File: src/rtl/ifetch_if.sv
// ifetch_if: bundles the fetch-stage handshakes of ifetch_buffer.
//   PC side     : pc_in, pc_valid (to buffer), pc_ready (from buffer), flush
//   Memory side : imem_req, imem_addr (from buffer); imem_gnt, imem_rvalid,
//                 imem_rdata (to buffer)
//   Decode side : dec_valid, dec_instr, dec_pc, dec_pc4, dec_misalign (from
//                 buffer); dec_ready (to buffer)
// The slave modport is the buffer's view; master is the surrounding pipeline.
interface ifetch_if;
    logic [31:0] pc_in;
    logic        pc_valid;
    logic        pc_ready;
    logic        flush;
    logic        imem_req;
    logic [31:0] imem_addr;
    logic        imem_gnt;
    logic        imem_rvalid;
    logic [31:0] imem_rdata;
    logic        dec_valid;
    logic        dec_ready;
    logic [31:0] dec_instr;
    logic [31:0] dec_pc;
    logic [31:0] dec_pc4;
    logic        dec_misalign;

    modport slave (
        input  pc_in, pc_valid, flush, imem_gnt, imem_rvalid, imem_rdata, dec_ready,
        output pc_ready, imem_req, imem_addr, dec_valid, dec_instr, dec_pc, dec_pc4,
               dec_misalign
    );

    modport master (
        output pc_in, pc_valid, flush, imem_gnt, imem_rvalid, imem_rdata, dec_ready,
        input  pc_ready, imem_req, imem_addr, dec_valid, dec_instr, dec_pc, dec_pc4,
               dec_misalign
    );
endinterface

File: src/rtl/ifetch_buffer.sv
// ifetch_buffer: instruction-fetch stage between the PC register and decode.
// Accepts fetch PCs, issues word requests to an in-order, variable-latency
// instruction memory, pairs each response with its PC / PC+4 / misalign flag
// in a DEPTH-entry in-order buffer and presents the head entry to decode.
// Ports:
//   clk   - clock, rising edge
//   reset - synchronous, active-high
//   bus   - ifetch_if.slave carrying the PC, memory and decode handshakes
//
// Handshake semantics: a transfer happens on a rising edge where both valid
// and ready are high. pc_ready/imem_gnt form the PC-to-memory transfer
// (imem_req = pc_valid & can_issue, pc_ready = can_issue & imem_gnt), and
// dec_valid/dec_ready form the head-to-decode transfer. imem_rvalid has no
// ready: every in-order response is consumed on the cycle it arrives.
module ifetch_buffer #(
    parameter int DEPTH = 4
) (
    input  logic     clk,
    input  logic     reset,
    ifetch_if.slave  bus
);
    localparam int PW = $clog2(DEPTH);
    localparam int CW = PW + 1;

    typedef struct packed {
        logic        valid;
        logic        filled;
        logic [31:0] pc;
        logic [31:0] pc4;
        logic        misalign;
        logic [31:0] instr;
    } entry_t;

    entry_t          entries_q [DEPTH];
    entry_t          entries_d [DEPTH];
    logic [PW-1:0]   wr_ptr_q, wr_ptr_d;
    logic [PW-1:0]   fill_ptr_q, fill_ptr_d;
    logic [PW-1:0]   rd_ptr_q, rd_ptr_d;
    logic [CW-1:0]   count_q, count_d;
    logic [CW-1:0]   drop_cnt_q, drop_cnt_d;

    logic            can_issue;
    logic            alloc;
    logic            fill;
    logic            drop;
    logic            pop;
    logic [CW-1:0]   unfilled;
    entry_t          head;

    always_comb begin
        // Registered count only: a pop cannot make room for an allocation in
        // the same cycle when the buffer is full.
        can_issue = !reset && !bus.flush && (count_q < CW'(DEPTH)) && (drop_cnt_q == '0);

        head      = entries_q[rd_ptr_q];
        alloc     = bus.pc_valid && can_issue && bus.imem_gnt;
        fill      = bus.imem_rvalid && (drop_cnt_q == '0);
        drop      = bus.imem_rvalid && (drop_cnt_q != '0);
        pop       = head.valid && head.filled && bus.dec_ready;

        unfilled = '0;
        for (int i = 0; i < DEPTH; i++) begin
            if (entries_q[i].valid && !entries_q[i].filled) begin
                unfilled = unfilled + CW'(1);
            end
        end

        entries_d  = entries_q;
        wr_ptr_d   = wr_ptr_q;
        fill_ptr_d = fill_ptr_q;
        rd_ptr_d   = rd_ptr_q;
        count_d    = count_q;
        drop_cnt_d = drop_cnt_q;

        if (bus.flush) begin
            // Every still-unfilled request will produce one response that must
            // be discarded; a response arriving right now is discarded already.
            // drop_cnt_q is only nonzero when nothing is unfilled, so adding it
            // keeps back-to-back flushes consistent.
            for (int i = 0; i < DEPTH; i++) begin
                entries_d[i].valid  = 1'b0;
                entries_d[i].filled = 1'b0;
            end
            wr_ptr_d   = '0;
            fill_ptr_d = '0;
            rd_ptr_d   = '0;
            count_d    = '0;
            drop_cnt_d = drop_cnt_q + unfilled - CW'(bus.imem_rvalid);
        end else begin
            // Allocate, fill and pop always target distinct entries: alloc hits
            // an empty slot, fill an unfilled one, pop a filled one.
            if (alloc) begin
                entries_d[wr_ptr_q].valid    = 1'b1;
                entries_d[wr_ptr_q].filled   = 1'b0;
                entries_d[wr_ptr_q].pc       = bus.pc_in;
                entries_d[wr_ptr_q].pc4      = bus.pc_in + 32'd4;
                entries_d[wr_ptr_q].misalign = (bus.pc_in[1:0] != 2'b00);
                wr_ptr_d                     = wr_ptr_q + PW'(1);
            end
            if (fill) begin
                entries_d[fill_ptr_q].instr  = bus.imem_rdata;
                entries_d[fill_ptr_q].filled = 1'b1;
                fill_ptr_d                   = fill_ptr_q + PW'(1);
            end
            if (drop) begin
                drop_cnt_d = drop_cnt_q - CW'(1);
            end
            if (pop) begin
                entries_d[rd_ptr_q].valid = 1'b0;
                rd_ptr_d                  = rd_ptr_q + PW'(1);
            end
            if (alloc && !pop) begin
                count_d = count_q + CW'(1);
            end else if (pop && !alloc) begin
                count_d = count_q - CW'(1);
            end
        end
    end

    always_ff @(posedge clk) begin
        if (reset) begin
            for (int i = 0; i < DEPTH; i++) begin
                entries_q[i] <= '0;
            end
            wr_ptr_q   <= '0;
            fill_ptr_q <= '0;
            rd_ptr_q   <= '0;
            count_q    <= '0;
            drop_cnt_q <= '0;
        end else begin
            entries_q  <= entries_d;
            wr_ptr_q   <= wr_ptr_d;
            fill_ptr_q <= fill_ptr_d;
            rd_ptr_q   <= rd_ptr_d;
            count_q    <= count_d;
            drop_cnt_q <= drop_cnt_d;
        end
    end

    assign bus.imem_req     = bus.pc_valid && can_issue;
    assign bus.pc_ready     = can_issue && bus.imem_gnt;
    assign bus.imem_addr    = {bus.pc_in[31:2], 2'b00};
    // dec_valid is deliberately not gated by flush; decode squashes on flush.
    assign bus.dec_valid    = head.valid && head.filled;
    assign bus.dec_instr    = head.instr;
    assign bus.dec_pc       = head.pc;
    assign bus.dec_pc4      = head.pc4;
    assign bus.dec_misalign = head.misalign;
endmodule

File: src/flat_wrapper.sv
// flat-port wrapper written by rule: the top's interface ports become plain ports
module ifetch_buffer_flat 
#(
    parameter int DEPTH = 4
)
  (clk, reset, bus_pc_in, bus_pc_valid, bus_flush, bus_imem_gnt, bus_imem_rvalid, bus_imem_rdata, bus_dec_ready, bus_pc_ready, bus_imem_req, bus_imem_addr, bus_dec_valid, bus_dec_instr, bus_dec_pc, bus_dec_pc4, bus_dec_misalign);
  ifetch_if bus_i ();
  input  logic clk;
  input  logic reset;
  input wire logic [$bits(bus_i.pc_in)-1:0] bus_pc_in;
  input wire logic [$bits(bus_i.pc_valid)-1:0] bus_pc_valid;
  input wire logic [$bits(bus_i.flush)-1:0] bus_flush;
  input wire logic [$bits(bus_i.imem_gnt)-1:0] bus_imem_gnt;
  input wire logic [$bits(bus_i.imem_rvalid)-1:0] bus_imem_rvalid;
  input wire logic [$bits(bus_i.imem_rdata)-1:0] bus_imem_rdata;
  input wire logic [$bits(bus_i.dec_ready)-1:0] bus_dec_ready;
  output wire logic [$bits(bus_i.pc_ready)-1:0] bus_pc_ready;
  output wire logic [$bits(bus_i.imem_req)-1:0] bus_imem_req;
  output wire logic [$bits(bus_i.imem_addr)-1:0] bus_imem_addr;
  output wire logic [$bits(bus_i.dec_valid)-1:0] bus_dec_valid;
  output wire logic [$bits(bus_i.dec_instr)-1:0] bus_dec_instr;
  output wire logic [$bits(bus_i.dec_pc)-1:0] bus_dec_pc;
  output wire logic [$bits(bus_i.dec_pc4)-1:0] bus_dec_pc4;
  output wire logic [$bits(bus_i.dec_misalign)-1:0] bus_dec_misalign;
  assign bus_i.pc_in = bus_pc_in;
  assign bus_i.pc_valid = bus_pc_valid;
  assign bus_i.flush = bus_flush;
  assign bus_i.imem_gnt = bus_imem_gnt;
  assign bus_i.imem_rvalid = bus_imem_rvalid;
  assign bus_i.imem_rdata = bus_imem_rdata;
  assign bus_i.dec_ready = bus_dec_ready;
  assign bus_pc_ready = bus_i.pc_ready;
  assign bus_imem_req = bus_i.imem_req;
  assign bus_imem_addr = bus_i.imem_addr;
  assign bus_dec_valid = bus_i.dec_valid;
  assign bus_dec_instr = bus_i.dec_instr;
  assign bus_dec_pc = bus_i.dec_pc;
  assign bus_dec_pc4 = bus_i.dec_pc4;
  assign bus_dec_misalign = bus_i.dec_misalign;
  ifetch_buffer #(.DEPTH(DEPTH)) u_core (.clk(clk), .reset(reset), .bus(bus_i));
endmodule
File: config.mk
export PLATFORM = sky130hd
export DESIGN_NAME = ifetch_buffer_flat
export DESIGN_NICKNAME = d
export VERILOG_FILES = /design/src/rtl/ifetch_if.sv /design/src/rtl/ifetch_buffer.sv /design/src/flat_wrapper.sv
export SDC_FILE = /design/constraint.sdc
export NUM_CORES = 1
export LEC_CHECK = 0
export CELL_PAD_IN_SITES_DETAIL_PLACEMENT = 1
export CELL_PAD_IN_SITES_GLOBAL_PLACEMENT = 1
export CORE_UTILIZATION = 43
export DETAILED_ROUTE_END_ITERATION = 8
export GPL_TIMING_DRIVEN = 0
export PLACE_DENSITY_LB_ADDON = 0.1
export SLEW_MARGIN = 20
export SYNTH_ARGS = -nofsm -noshare
export SYNTH_HDL_FRONTEND = slang
export SYNTH_SLANG_ARGS = --single-unit
File: constraint.sdc
create_clock -name clk -period 4.1 [get_ports clk]
set_input_delay 0.615 -clock clk [delete_from_list [all_inputs] [get_ports clk]]
set_output_delay 0.615 -clock clk [all_outputs]
set_load 0.03 [all_outputs]
# Word level (Yosys, flattened, before mapping)
# Index checks and enable logic that the tools add are counted.
dict set report op_classes {
  addsub 12
  order_cmp 7
  muxes 40
  bitwise 3
  reduce_logical 33
}
# op count
set ops {}
lappend ops {{396-bit bitwise mux} 8}
lappend ops {{396-bit 2-to-1 mux} 5}
lappend ops {{99-bit demux with 2-bit select} 8}
lappend ops {{99-bit 2-to-1 mux} 4}
lappend ops {{99-bit binary-select mux with 2-bit select} 1}
lappend ops {{98-bit 2-to-1 mux} 2}
lappend ops {{97-bit 2-to-1 mux} 1}
lappend ops {{65-bit 2-to-1 mux} 1}
lappend ops {{33-bit 2-to-1 mux} 1}
lappend ops {{32-bit by 3-bit adder with 32-bit output (second input constant)} 1}
lappend ops {{32-bit 2-to-1 mux} 1}
lappend ops {{3-bit 2-to-1 mux} 7}
lappend ops {{1-bit logical AND} 19}
lappend ops {{3-bit by 1-bit adder with 3-bit output (second input constant)} 3}
lappend ops {{3-bit greater-or-equal comparator (second input constant)} 3}
lappend ops {{3-bit by 1-bit < comparator with 1-bit output (second input constant)} 3}
lappend ops {{2-bit inverter with 3-bit output} 3}
lappend ops {{1-bit logical NOT} 8}
lappend ops {{2-bit by 1-bit adder with 2-bit output (second input constant)} 3}
lappend ops {{2-bit nonzero test} 3}
lappend ops {{3-bit by 1-bit subtractor with 3-bit output (second input constant)} 2}
lappend ops {{3-bit adder} 1}
lappend ops {{3-bit logical NOT} 1}
lappend ops {{3-bit < comparator (second input constant)} 1}
lappend ops {{other kinds (5)} 5}
dict set report totals {
  reg_bits 408
  input_bits 71
  output_inout_bits 132
}

# Logic depth before layout (Yosys ltp)
# Gate-level depths: netlist (run 1).
dict set report logic_depth {
  depth_word 18
  depth_mapped 12
  ltp_nobuf 12
}

# Worst setup path after synthesis (run 1)
# Ideal clock, no wire load.
dict set report synth_timing {
  path_kind {input to register}
  from {input reset}
  to {register u_core.count_q[2]}
  setup_time_ps 70
  arrival_ps 3339
  required_time_ps 4030
  slack_ps 692
  stages 11
  path_buffers 2
  path_cell_list {clkbuf_1 or4b_1 clkbuf_1 nor3b_4 and2_0 ha_1 inv_1 fa_1 xor2_1 or3_1 a21oi_1}
}
dict set report synth_between {
  elab_chain_len 9
}
# item line
set synth_rtl {}
lappend synth_rtl {{from (decl)} flat_wrapper.sv:9} ;# input logic reset;
lappend synth_rtl {{1-bit logical NOT} ifetch_buffer.sv:53} ;# can_issue = !reset && !bus.flush && (count_q < CW'(DEPTH)) && (drop_cnt_q == '0);
lappend synth_rtl {{1-bit logical AND (3 in a row)} ifetch_buffer.sv:53}
lappend synth_rtl {{1-bit logical AND (2 in a row)} ifetch_buffer.sv:56} ;# alloc = bus.pc_valid && can_issue && bus.imem_gnt;
lappend synth_rtl {{1-bit logical NOT} ifetch_buffer.sv:114} ;# end else if (pop && !alloc) begin
lappend synth_rtl {{1-bit logical AND} ifetch_buffer.sv:114}
lappend synth_rtl {{2-bit nonzero test (no source line)} -}
lappend synth_rtl {{to (signal assigned)} ifetch_buffer.sv:135} ;# count_q <= count_d;
lappend synth_rtl {{to (decl)} ifetch_buffer.sv:39} ;# logic [CW-1:0] count_q, count_d;
# Parallel ways exist; a longest one is shown, timed or not.
# A chain may end at the register's enable or synchronous reset.

# Worst setup path after layout (run 1)
dict set report layout_timing {
  from {register u_core.rd_ptr_q[1]}
  to {output bus_dec_pc4[3]}
}
dict set report layout_between {
  elab_chain_len 4
}
# item line
set layout_rtl {}
lappend layout_rtl {{from (decl)} ifetch_buffer.sv:38} ;# logic [PW-1:0] rd_ptr_q, rd_ptr_d;
lappend layout_rtl {{from (signal assigned)} ifetch_buffer.sv:134} ;# rd_ptr_q <= rd_ptr_d;
lappend layout_rtl {{2-bit inverter with 3-bit output (not written as such)} ifetch_buffer.sv:55} ;# head = entries_q[rd_ptr_q];
lappend layout_rtl {{99-bit binary-select mux with 2-bit select} ifetch_buffer.sv:55}
lappend layout_rtl {{99-bit 2-to-1 mux (not written as such) (2 in a row)} ifetch_buffer.sv:55}
lappend layout_rtl {{to (decl)} flat_wrapper.sv:23} ;# output wire logic [$bits(bus_i.dec_pc4)-1:0] bus_dec_pc4;
# No other way between the ends. The select of a mux whose other input is x is not followed.

==> flow_summary.yaml, run 1 <==
routing:
  first_pass_iters: 5
  via_per_inst: 5.70
  ant_nets: 0
  drt_iter0_markers: 986
  routed_wirelength_mm: 63.3
  via_count: 15600
  wl_per_cell_um: 23.2
  drc: 0
critical_path:
  cpLargestDelayFamily: "buffers and inverters"
  cp-start-kind: "flop"
  path_cells: "clkbuf_1 > clkdlybuf4s15_1 > mux4_2 > clkdlybuf4s50_1"
  end_kind: "output pin"
  critPathKind: "flop to output pin"
  slowest_stage: "clkdlybuf4s15_1"
  worstPathArrival_ns: 3.44
  crit_path_max_incr_delay_ns: 0.92
  path_buf_inv: 3
  critPathRequiredTime_ns: 3.48
  path_max_fanout: 10
timing:
  slew_headroom: 0.248
  fmax_mhz: 247
  skew_ns: 0.0134
  finalSetupViolations: 0
  finalHoldViolCount: 0
  worst_slew_pin_slew_ns: 1.13
  rsz0062_at_grt: "false"
  maxSlewViolCount: 0
  fin_crit_ns: 4.05
  fin_crit_sh: 0.988
cells_and_area:
  fin_nets: 2268
  design_area_um2: 21200
  layout-drive-gt1-share: 0.114
  stdcell_count: 2729
  fillers: 4608
  multi_input_area_um2: 8210
  mostFrequentLayoutCell: "nand2_1"
  final_util: 0.535
  antennaDiodeCount: 0
  mostFrequentLayoutCells: "543 x nand2_1, 400 x dfxtp_1, 273 x a21oi_1, 177 x clkdlybuf4s50_1, 143 x nor2_1"
  seq_area_um2: 8010
  syn_to_final_growth_pct: 22.7
power_and_ir_drop:
  pwr-share-clk: 0.459
  fin_total_pwr_uw: 8780
  power.leakage_uw: 0.00688
  power.density_nw_per_um2: 414
  p_int_uw: 6610
  peakVddDrop_mv: 0.310
  sw_frac_of_total: 0.247
  combPwrFrac: 0.090
  netSwitchingPower_uw: 2170
  power_frac_seq: 0.451
clocking:
  root_buffer: "clkbuf_16"
  h-tree-depth: 2
  clk_latency_ns: 0.55
  clock-sinks: 400
  cts_tree: "done"
  cts_made_buffers: 44
  hold_buffers: 0
  clk_pin_slew_ns: 0.06
  cts_buffer_depth: 3
place:
  postPlaceCellArea_um2: 19700
  hpwl_mm: 43.8
  placed_cells: 2654
  io_buffers: 177
  place.gp.congestion: 0.833
synthesis:
  avgSynthCellArea_um2: 8.86
  post-synth-top-area-fraction: 0.463
  synth-seq-area-share: 0.463
  syn_area_um2: 17300
  synth_async_sr_flop_share: 0
  synth_cells: 1951
  synth.largest_area_cell: "dfxtp_1"
  synth.distinct_cells: 44
  ys_seq_elements: 400
  yosys-top-cells-area: "dfxtp_1 46%, mux4_2 12%, nand2_1 12%, a21oi_1 7.9%, a211oi_1 5.1%"
  synth-edff-count: 0
  yosysWarnings: 0
  ys_dominant_reg_cell: "dfxtp_1"
hold_path:
  hold_path.class: "flop to flop"
floorplan:
  dieArea_um2: 41000
  start_util: 0.436
  die_y_um: 202
  ios: 203
  die_w_um: 202
  rows: 73
  core_area_um2: 39600
global_routing:
  grt_util_all_layers: 0.307
  antenna_found_initial: 0
  grt_pass1_vias: 16300
  grt_max_degree: 20
  grt_pass1_wl_mm: 96.2
  grt_remaining_overflow: 0
status:
  status: "finished, final reports clean"
flow_run:
  cap_viol_max_count: 0
power by group through the flow:
stage / clock [uW] / sequential [uW] / combinational, uW
global route: 4210 / 3970 / 834
CTS: 4050 / 3960 / 784
finish: 4030 / 3960 / 786
floorplan: 0 / 4040 / 445
detailed placement: 0 / 4050 / 780
global placement: 0 / 4050 / 765
worst paths after layout:
check / from / end / slack (ns) / depth (start not counted)
setup / recovery: u_core.rd_ptr_q[1] / bus_dec_pc4[3] / 0.05 / 4
hold / removal: flop / flop / 0.45 / 2
setup reg to reg: u_core.drop_cnt_q[0] / u_core.count_q[2] / 0.82 / 12
hold reg to reg: flop / flop / 0.45 / 2
cell families (layout without fill, tap and decap cells):
logic type	Yosys count	count (layout)	share of synthesized area
flip-flops	400	400	0.463
buffers and inverters	226	478	0.0614
AO/OA/AOI/OAI	408	408	0.137
adder cells (fa/ha/maj)	23	23	0.0175
other	1	2	0.000217
multiplexers	98	98	0.126
XOR/XNOR	41	41	0.0208
AND/OR/NAND/NOR	754	754	0.174
worst reg2reg max path, cell delays in order, from the launching register on:
cell and delay (ns):
dfxtp_1 0.30, inv_1 0.13, ha_1 0.20, or4b_1 0.44, clkbuf_1 0.20, nor3b_4 0.33
and2_0 0.31, ha_1 0.24, inv_1 0.06, fa_1 0.38, xor2_1 0.18, or3_1 0.31
a21oi_1 0.14
cells in the mapped netlist (2+ instances only):
cell type  count
buf_1         12
o21ai_0        8
nor3_1         3
buf_4         44
nor2_1       143
clkbuf_1     124
fa_1           2
a22oi_1        5
and2_1         4
buf_6          2
nand2_1      543
and3_1         4
nor4_1         3
ha_1          21
a211oi_1     117
nand4_1       14
dfxtp_1      400
mux2i_1        3
inv_1         18
xnor2_1       16
nor2b_1        3
or3_1          2
xor2_1        25
a21oi_1      273
or4_1          2
mux4_2        95
nand2b_1       7
buf_2         26
nand3_1       17
per-layer routing:
layer | wire length [um] | share of wire | up-vias | track usage
met5 | 0 | 0 | - | 0
met4 | 1530 | 0.024 | 0 | 0.0948
met3 | 4110 | 0.065 | 103 | 0.0501
met2 | 30100 | 0.48 | 523 | 0.513
met1 | 27500 | 0.43 | 7861 | 0.408
li1 | - | - | 7078 | -
per-stage QoR:
| step | TNS, ns | setup WS, ns | hold slack [ns] |
|---|---|---|---|
| 4_1_cts | 0 | 0.00642 | 0.440 |
| 2_1_floorplan | 0 | 0.692 | 0.429 |
| 5_1_grt | 0 | 0.00410 | 0.468 |
| 6_report | 0 | 0.0498 | 0.454 |
| 3_5_place_dp | 0 | 0.393 | 0.446 |
| 3_3_place_gp | -0.200 | -0.0717 | 0.435 |
area by class of cell:
class | instances | area share
Clock inverter | 10 | 0.00472
Sequential cell | 400 | 0.378
Buffer | 207 | 0.0483
Tap cell | 525 | 0.0310
Clock buffer | 66 | 0.0639
Multi-Input combinational cell | 1326 | 0.388
Inverter | 18 | 0.00319
Timing Repair Buffer | 177 | 0.0836
what timing repair did:
item                       CTS  global route
setup endpoints to repair   26            14
resized for setup            5             7
buffers inserted             0             0
No activity file was read; power rests on OpenSTA's default activity.
==> run 2, diff against run 1 <==
--- a/config.mk
+++ b/config.mk
@@ -5,12 +5,11 @@
 export SDC_FILE = /design/constraint.sdc
 export NUM_CORES = 1
 export LEC_CHECK = 0
-export CELL_PAD_IN_SITES_DETAIL_PLACEMENT = 1
-export CELL_PAD_IN_SITES_GLOBAL_PLACEMENT = 1
-export CORE_UTILIZATION = 43
+export CORE_ASPECT_RATIO = 1.2
+export CORE_UTILIZATION = 55
 export DETAILED_ROUTE_END_ITERATION = 8
 export GPL_TIMING_DRIVEN = 0
-export PLACE_DENSITY_LB_ADDON = 0.1
+export PLACE_DENSITY = 0.79
 export SLEW_MARGIN = 20
 export SYNTH_ARGS = -nofsm -noshare
 export SYNTH_HDL_FRONTEND = slang
==> run 2 against run 1 <==
Against the previous run: routed wire length down 12%; cell area down 1.3%; critical endpoint is now bus_dec_pc4[1]; largest power group is now sequential cells; combinational power decreased by 2%; sequential power about the same; first-iteration DRC count grew 66%; sequential share of layout area grew 0.48 points; total power fell by 3.6%.
==> flow_summary.yaml, run 2 (synthesized netlist as in run 1, its figures left out) <==
timing:
  finalHoldViolCount: 0
  finalSetupViolations: 0
  fmax_mhz: 251
  fin_crit_ns: 3.98
  worst_slew_pin_slew_ns: 1.19
  slew_headroom: 0.209
  maxSlewViolCount: 0
  skew_ns: 0.0254
  finalSetupTns_ns: 0
  rsz0062_at_grt: "false"
  fin_crit_sh: 0.971
global_routing:
  grt_util_all_layers: 0.344
  grtUsageMet1: 0.401
  grt_max_degree: 15
  grt_pass1_vias: 15700
  grt_remaining_overflow: 0
  grt_pass1_wl_mm: 84.5
  grt_busiest_layer: "met2"
  grt_use_met2: 0.578
  antenna_found_initial: 1
  met3_usage: 0.0658
routing:
  first_pass_iters: 6
  drt_iter0_markers: 1632
  drc: 0
  ant_nets: 0
  via_per_inst: 6.05
  via_count: 15700
  routed_wirelength_mm: 55.5
  wl_per_cell_um: 21.4
critical_path:
  crit_end: "bus_dec_pc4[1]"
  end_kind: "output pin"
  crit_path_max_incr_delay_ns: 0.86
  cp.depth: 5
  critPathKind: "flop to output pin"
  rr_worst_depth: 12
  r2r-start: "u_core.drop_cnt_q[0]"
  path_buf_inv: 4
  path_cells: "clkbuf_1 > clkbuf_1 > mux4_2 > buf_4 > clkdlybuf4s50_1"
  r2r_slack_ns: 0.84
  reg2reg_to: "u_core.count_q[2]"
  slowest_stage: "clkbuf_1"
  path_max_fanout: 10
  cpLargestDelayFamily: "buffers and inverters"
  worstPathArrival_ns: 3.37
  startpoint: "u_core.rd_ptr_q[1]"
  cp-start-kind: "flop"
  cp_common_cell: "clkbuf_1"
  critPathRequiredTime_ns: 3.48
clocking:
  cts_made_buffers: 40
  hold_buffers: 0
  h-tree-depth: 2
  root_buffer: "clkbuf_16"
  clk_pin_slew_ns: 0.07
  cts_tree: "done"
  cts_buffer_depth: 3
  clock-sinks: 400
  post_cts_buffers: 0
  clk_latency_ns: 0.54
flow_run:
  cap_viol_max_count: 0
cells_and_area:
  fillers: 2337
  syn_to_final_growth_pct: 21.1
  mostFrequentLayoutCell: "nand2_1"
  antennaDiodeCount: 0
  multi_input_area_um2: 8210
  mostFrequentLayoutCells: "543 x nand2_1, 400 x dfxtp_1, 273 x a21oi_1, 177 x clkdlybuf4s50_1, 143 x nor2_1"
  final_util: 0.683
  layout-drive-gt1-share: 0.112
  seq_area_um2: 8010
  fin_nets: 2265
floorplan:
  die_w_um: 164
  core_area_um2: 30700
  die_y_um: 196
  dieArea_um2: 32100
  ios: 203
  rows: 70
  start_util: 0.564
place:
  place.gp.congestion: 0.890
  io_buffers: 177
  hpwl_mm: 37.7
power_and_ir_drop:
  power.leakage_uw: 0.00682
  peakVddDrop_mv: 0.328
  power.density_nw_per_um2: 405
status:
  status: "finished, final reports clean"
hold_path:
  hold_path.class: "input port to flop"
==> run 2: through the flow <==
stage	instances	total power, uW	setup slack (ns)	hold slack, ns	area (um2)
global route	2597	8670	0.0683	0.463	20900
detailed placement	2525	4800	0.00518	0.441	19600
CTS	2597	8460	0.0122	0.429	20900
floorplan	1952	4480	0.692	0.429	17300
finish	2597	8470	0.117	0.445	20900
global placement	2525	4780	0.00412	0.434	19600
==> run 2: area by class of cell <==
type	instances	area share
Multi-Input combinational cell	1326	0.392
Sequential cell	400	0.383
Timing Repair Buffer	177	0.0846
Clock buffer	58	0.0579
Buffer	208	0.0493
Tap cell	396	0.0237
Clock inverter	14	0.00628
Inverter	18	0.00323
==> run 2: repair_timing <==
| item | in CTS | in global routing |
|---|---|---|
| setup endpoints to repair | 18 | 17 |
| gates cloned | 0 | 0 |
| gates resized for setup | 7 | 7 |
==> run 2: metal layers <==
metal,wire length [um],up-vias
li1,-,7067
met1,19600,7472
met2,27000,941
met3,5460,217
met4,3390,2
met5,13,-
==> run 2: how the worst min path moves through the flow <==
stage            startpoint    to  slack, ns  depth (start not counted)
3_5_place_dp           flop  flop       0.44                          2
5_1_grt        bus_pc_in[7]  flop       0.46                          3
4_1_cts        bus_pc_in[7]  flop       0.43                          3
3_3_place_gp           flop  flop       0.43                          2
2_1_floorplan          flop  flop       0.43                          2
6_report       bus_pc_in[7]  flop       0.45                          3
==> run 2: worst reg2reg max path: stages, from the launching register on <==
cell and delay (ns):
dfxtp_1 0.29, inv_1 0.12, ha_1 0.20, or4b_1 0.45, clkbuf_1 0.20, nor3b_4 0.33, and2_0 0.28, ha_1 0.22
inv_1 0.06, fa_1 0.38, xor2_1 0.19, or3_1 0.32, a21oi_1 0.16
==> run 2: where the power goes <==
part / switching [uW] / internal, uW / leakage (uW)
Combinational: 480 / 287 / 0.00292
Sequential: 26.7 / 3930 / 0.00323
Clock: 1560 / 2180 / 0.000675
Total: 2060 / 6400 / 0.00682
==> run 3, diff against run 2 <==
--- a/config.mk
+++ b/config.mk
@@ -5,11 +5,13 @@
 export SDC_FILE = /design/constraint.sdc
 export NUM_CORES = 1
 export LEC_CHECK = 0
+export CELL_PAD_IN_SITES_DETAIL_PLACEMENT = 1
+export CELL_PAD_IN_SITES_GLOBAL_PLACEMENT = 2
 export CORE_ASPECT_RATIO = 1.2
-export CORE_UTILIZATION = 55
+export CORE_UTILIZATION = 34
 export DETAILED_ROUTE_END_ITERATION = 8
 export GPL_TIMING_DRIVEN = 0
-export PLACE_DENSITY = 0.79
+export PLACE_DENSITY_LB_ADDON = 0.1
 export SLEW_MARGIN = 20
 export SYNTH_ARGS = -nofsm -noshare
 export SYNTH_HDL_FRONTEND = slang
==> run 3 against run 2 <==
Against the previous run: die area is 61% higher; clock power is 8.0% higher; non-clock buffer count is 1 higher; register-to-register slack hardly changed; total power is 3.8% higher; highest routed layer is now met4; combinational power is 3.0% higher; via count is 3.5% lower; worst hold slack worse by 0.0079 ns; fmax is 0.66% higher; sequential share of layout area is 0.76 points lower.
==> flow_summary.yaml, run 3 (synthesized netlist as in run 1, its figures left out) <==
status:
  status: "finished, final reports clean"
cells_and_area:
  stdcell_count: 2856
  fin_nets: 2271
  syn_to_final_growth_pct: 23.6
  mostFrequentLayoutCell: "nand2_1"
  layout-drive-gt1-share: 0.114
  mostFrequentLayoutCells: "543 x nand2_1, 400 x dfxtp_1, 273 x a21oi_1, 177 x clkdlybuf4s50_1, 143 x nor2_1"
  design_area_um2: 21400
  antennaDiodeCount: 0
critical_path:
  cp-start-kind: "flop"
  rr_worst_depth: 12
  cpLargestDelayFamily: "buffers and inverters"
  critPathKind: "flop to output pin"
  r2r-start: "u_core.drop_cnt_q[0]"
  startpoint: "u_core.rd_ptr_q[1]"
  crit_end: "bus_dec_pc4[23]"
  path_max_fanout: 10
  reg2reg_to: "u_core.count_q[2]"
  end_kind: "output pin"
  path_cells: "clkbuf_1 > clkbuf_1 > mux4_2 > clkdlybuf4s50_1"
  path_buf_inv: 3
  r2r_slack_ns: 0.83
  cp_common_cell: "clkbuf_1"
  crit_path_max_incr_delay_ns: 0.77
  cp.depth: 4
  critPathRequiredTime_ns: 3.48
  worstPathArrival_ns: 3.34
  slowest_stage: "clkbuf_1"
floorplan:
  die_w_um: 208
  rows: 90
  die_y_um: 249
  dieArea_um2: 51700
  start_util: 0.344
  ios: 203
  core_area_um2: 50200
hold_path:
  hold_path.class: "input port to flop"
timing:
  slew_headroom: 0.250
  holdWs_ns: 0.437
  finalHoldViolCount: 0
  maxSlewViolCount: 0
  worst_slew_pin_slew_ns: 1.13
  fin_crit_sh: 0.965
  fin_crit_ns: 3.96
  rsz0062_at_grt: "false"
  fmax_mhz: 253
  skew_ns: 0.0188
  finalSetupViolations: 0
routing:
  drc: 0
  wl_per_cell_um: 23.3
  routed_wirelength_mm: 66.5
  via_count: 15100
  ant_nets: 0
  first_pass_iters: 5
  drt_iter0_markers: 749
  via_per_inst: 5.30
clocking:
  clk_latency_ns: 0.60
  cts_tree: "done"
  post_cts_buffers: 0
  h-tree-depth: 2
  clk_pin_slew_ns: 0.06
  clock-sinks: 400
  root_buffer: "clkbuf_16"
  cts_buffer_depth: 3
  cts_made_buffers: 45
power_and_ir_drop:
  fin_total_pwr_uw: 8790
  power.leakage_uw: 0.00688
  power.density_nw_per_um2: 412
  peakVddDrop_mv: 0.261
global_routing:
  grt_max_degree: 20
  grt_pass1_wl_mm: 99.6
  grt_remaining_overflow: 0
  grt_util_all_layers: 0.256
  grt_pass1_vias: 15800
  antenna_found_initial: 0
place:
  postPlaceCellArea_um2: 19900
  hpwl_mm: 46.9
  io_buffers: 177
  place.gp.congestion: 0.831
  placed_cells: 2775
flow_run:
  cap_viol_max_count: 0
-- run 3: cell types whose count changed in the layout (fill, tap and decap cells not counted) --
cell             delta
inv_6               +1
clkdlybuf4s15_2     -3
bufinv_16           -1
clkinv_8            -1
clkbuf_16           +5
buf_2               +3
clkdlybuf4s15_1     -1
buf_8               +1
clkinv_4            +1
clkbuf_4            +1
clkbuf_1            +6
clkinv_2            -2
buf_6               +1
-- run 3: worst min-delay path by stage --
stage                      start    to  slack (ns)  depth (start not counted)
CTS                 bus_pc_in[7]  flop        0.40                          3
global placement            flop  flop        0.44                          2
detailed placement          flop  flop        0.44                          2
finish              bus_pc_in[7]  flop        0.44                          3
floorplan                   flop  flop        0.43                          2
global route        bus_pc_in[7]  flop        0.44                          3
-- run 3: worst reg2reg max path, stage by stage (launching register included) --
cell	delay [ns]
dfxtp_1	0.30
inv_1	0.13
ha_1	0.21
or4b_1	0.45
clkbuf_1	0.20
nor3b_4	0.33
and2_0	0.29
ha_1	0.23
inv_1	0.06
fa_1	0.38
xor2_1	0.18
or3_1	0.30
a21oi_1	0.14
-- run 3: layer usage --
metal	vias up	routed length, um	global-route usage
li1	7094	-	-
met1	7628	28000	0.311
met2	336	34400	0.465
met3	90	2500	0.0352
met4	0	1650	0.0764
met5	-	0	0
-- run 3: area by class of cell --
| type | instances | area, um2 |
|---|---|---|
| plain buffers | 207 | 1010 |
| clock buffers | 70 | 1360 |
| clock inverters | 12 | 92.6 |
| fillers | 5853 | 28900 |
| inverters | 18 | 67.6 |
| multi-input cells | 1326 | 8210 |
| flip-flops and latches | 400 | 8010 |
| well taps | 644 | 806 |
| repair buffers | 179 | 1800 |
-- run 3: report_power, final --
group / switching (uW) / total, uW / leakage [uW] / internal (uW)
Clock: 1690 / 4040 / 0.000724 / 2340
Combinational: 504 / 791 / 0.00293 / 287
Sequential: 27.0 / 3960 / 0.00323 / 3940
Total: 2220 / 8790 / 0.00688 / 6570
-- run 3: metrics by stage --
step | utilization | setup TNS (ns) | worst slack [ns]
CTS | 0.425 | 0 | 0.0859
global route | 0.425 | 0 | 0.0583
finish | 0.425 | 0 | 0.143
global placement | 0.395 | -1.32 | -0.211
floorplan | - | 0 | 0.692
detailed placement | 0.396 | 0 | 0.355
-- run 3: timing repair --
item                                    4_1_cts  5_1_grt
hold buffers                                  0        0
gates resized for setup                       0        1
endpoints found under the setup margin        7        1
hold endpoints to repair                      0        0
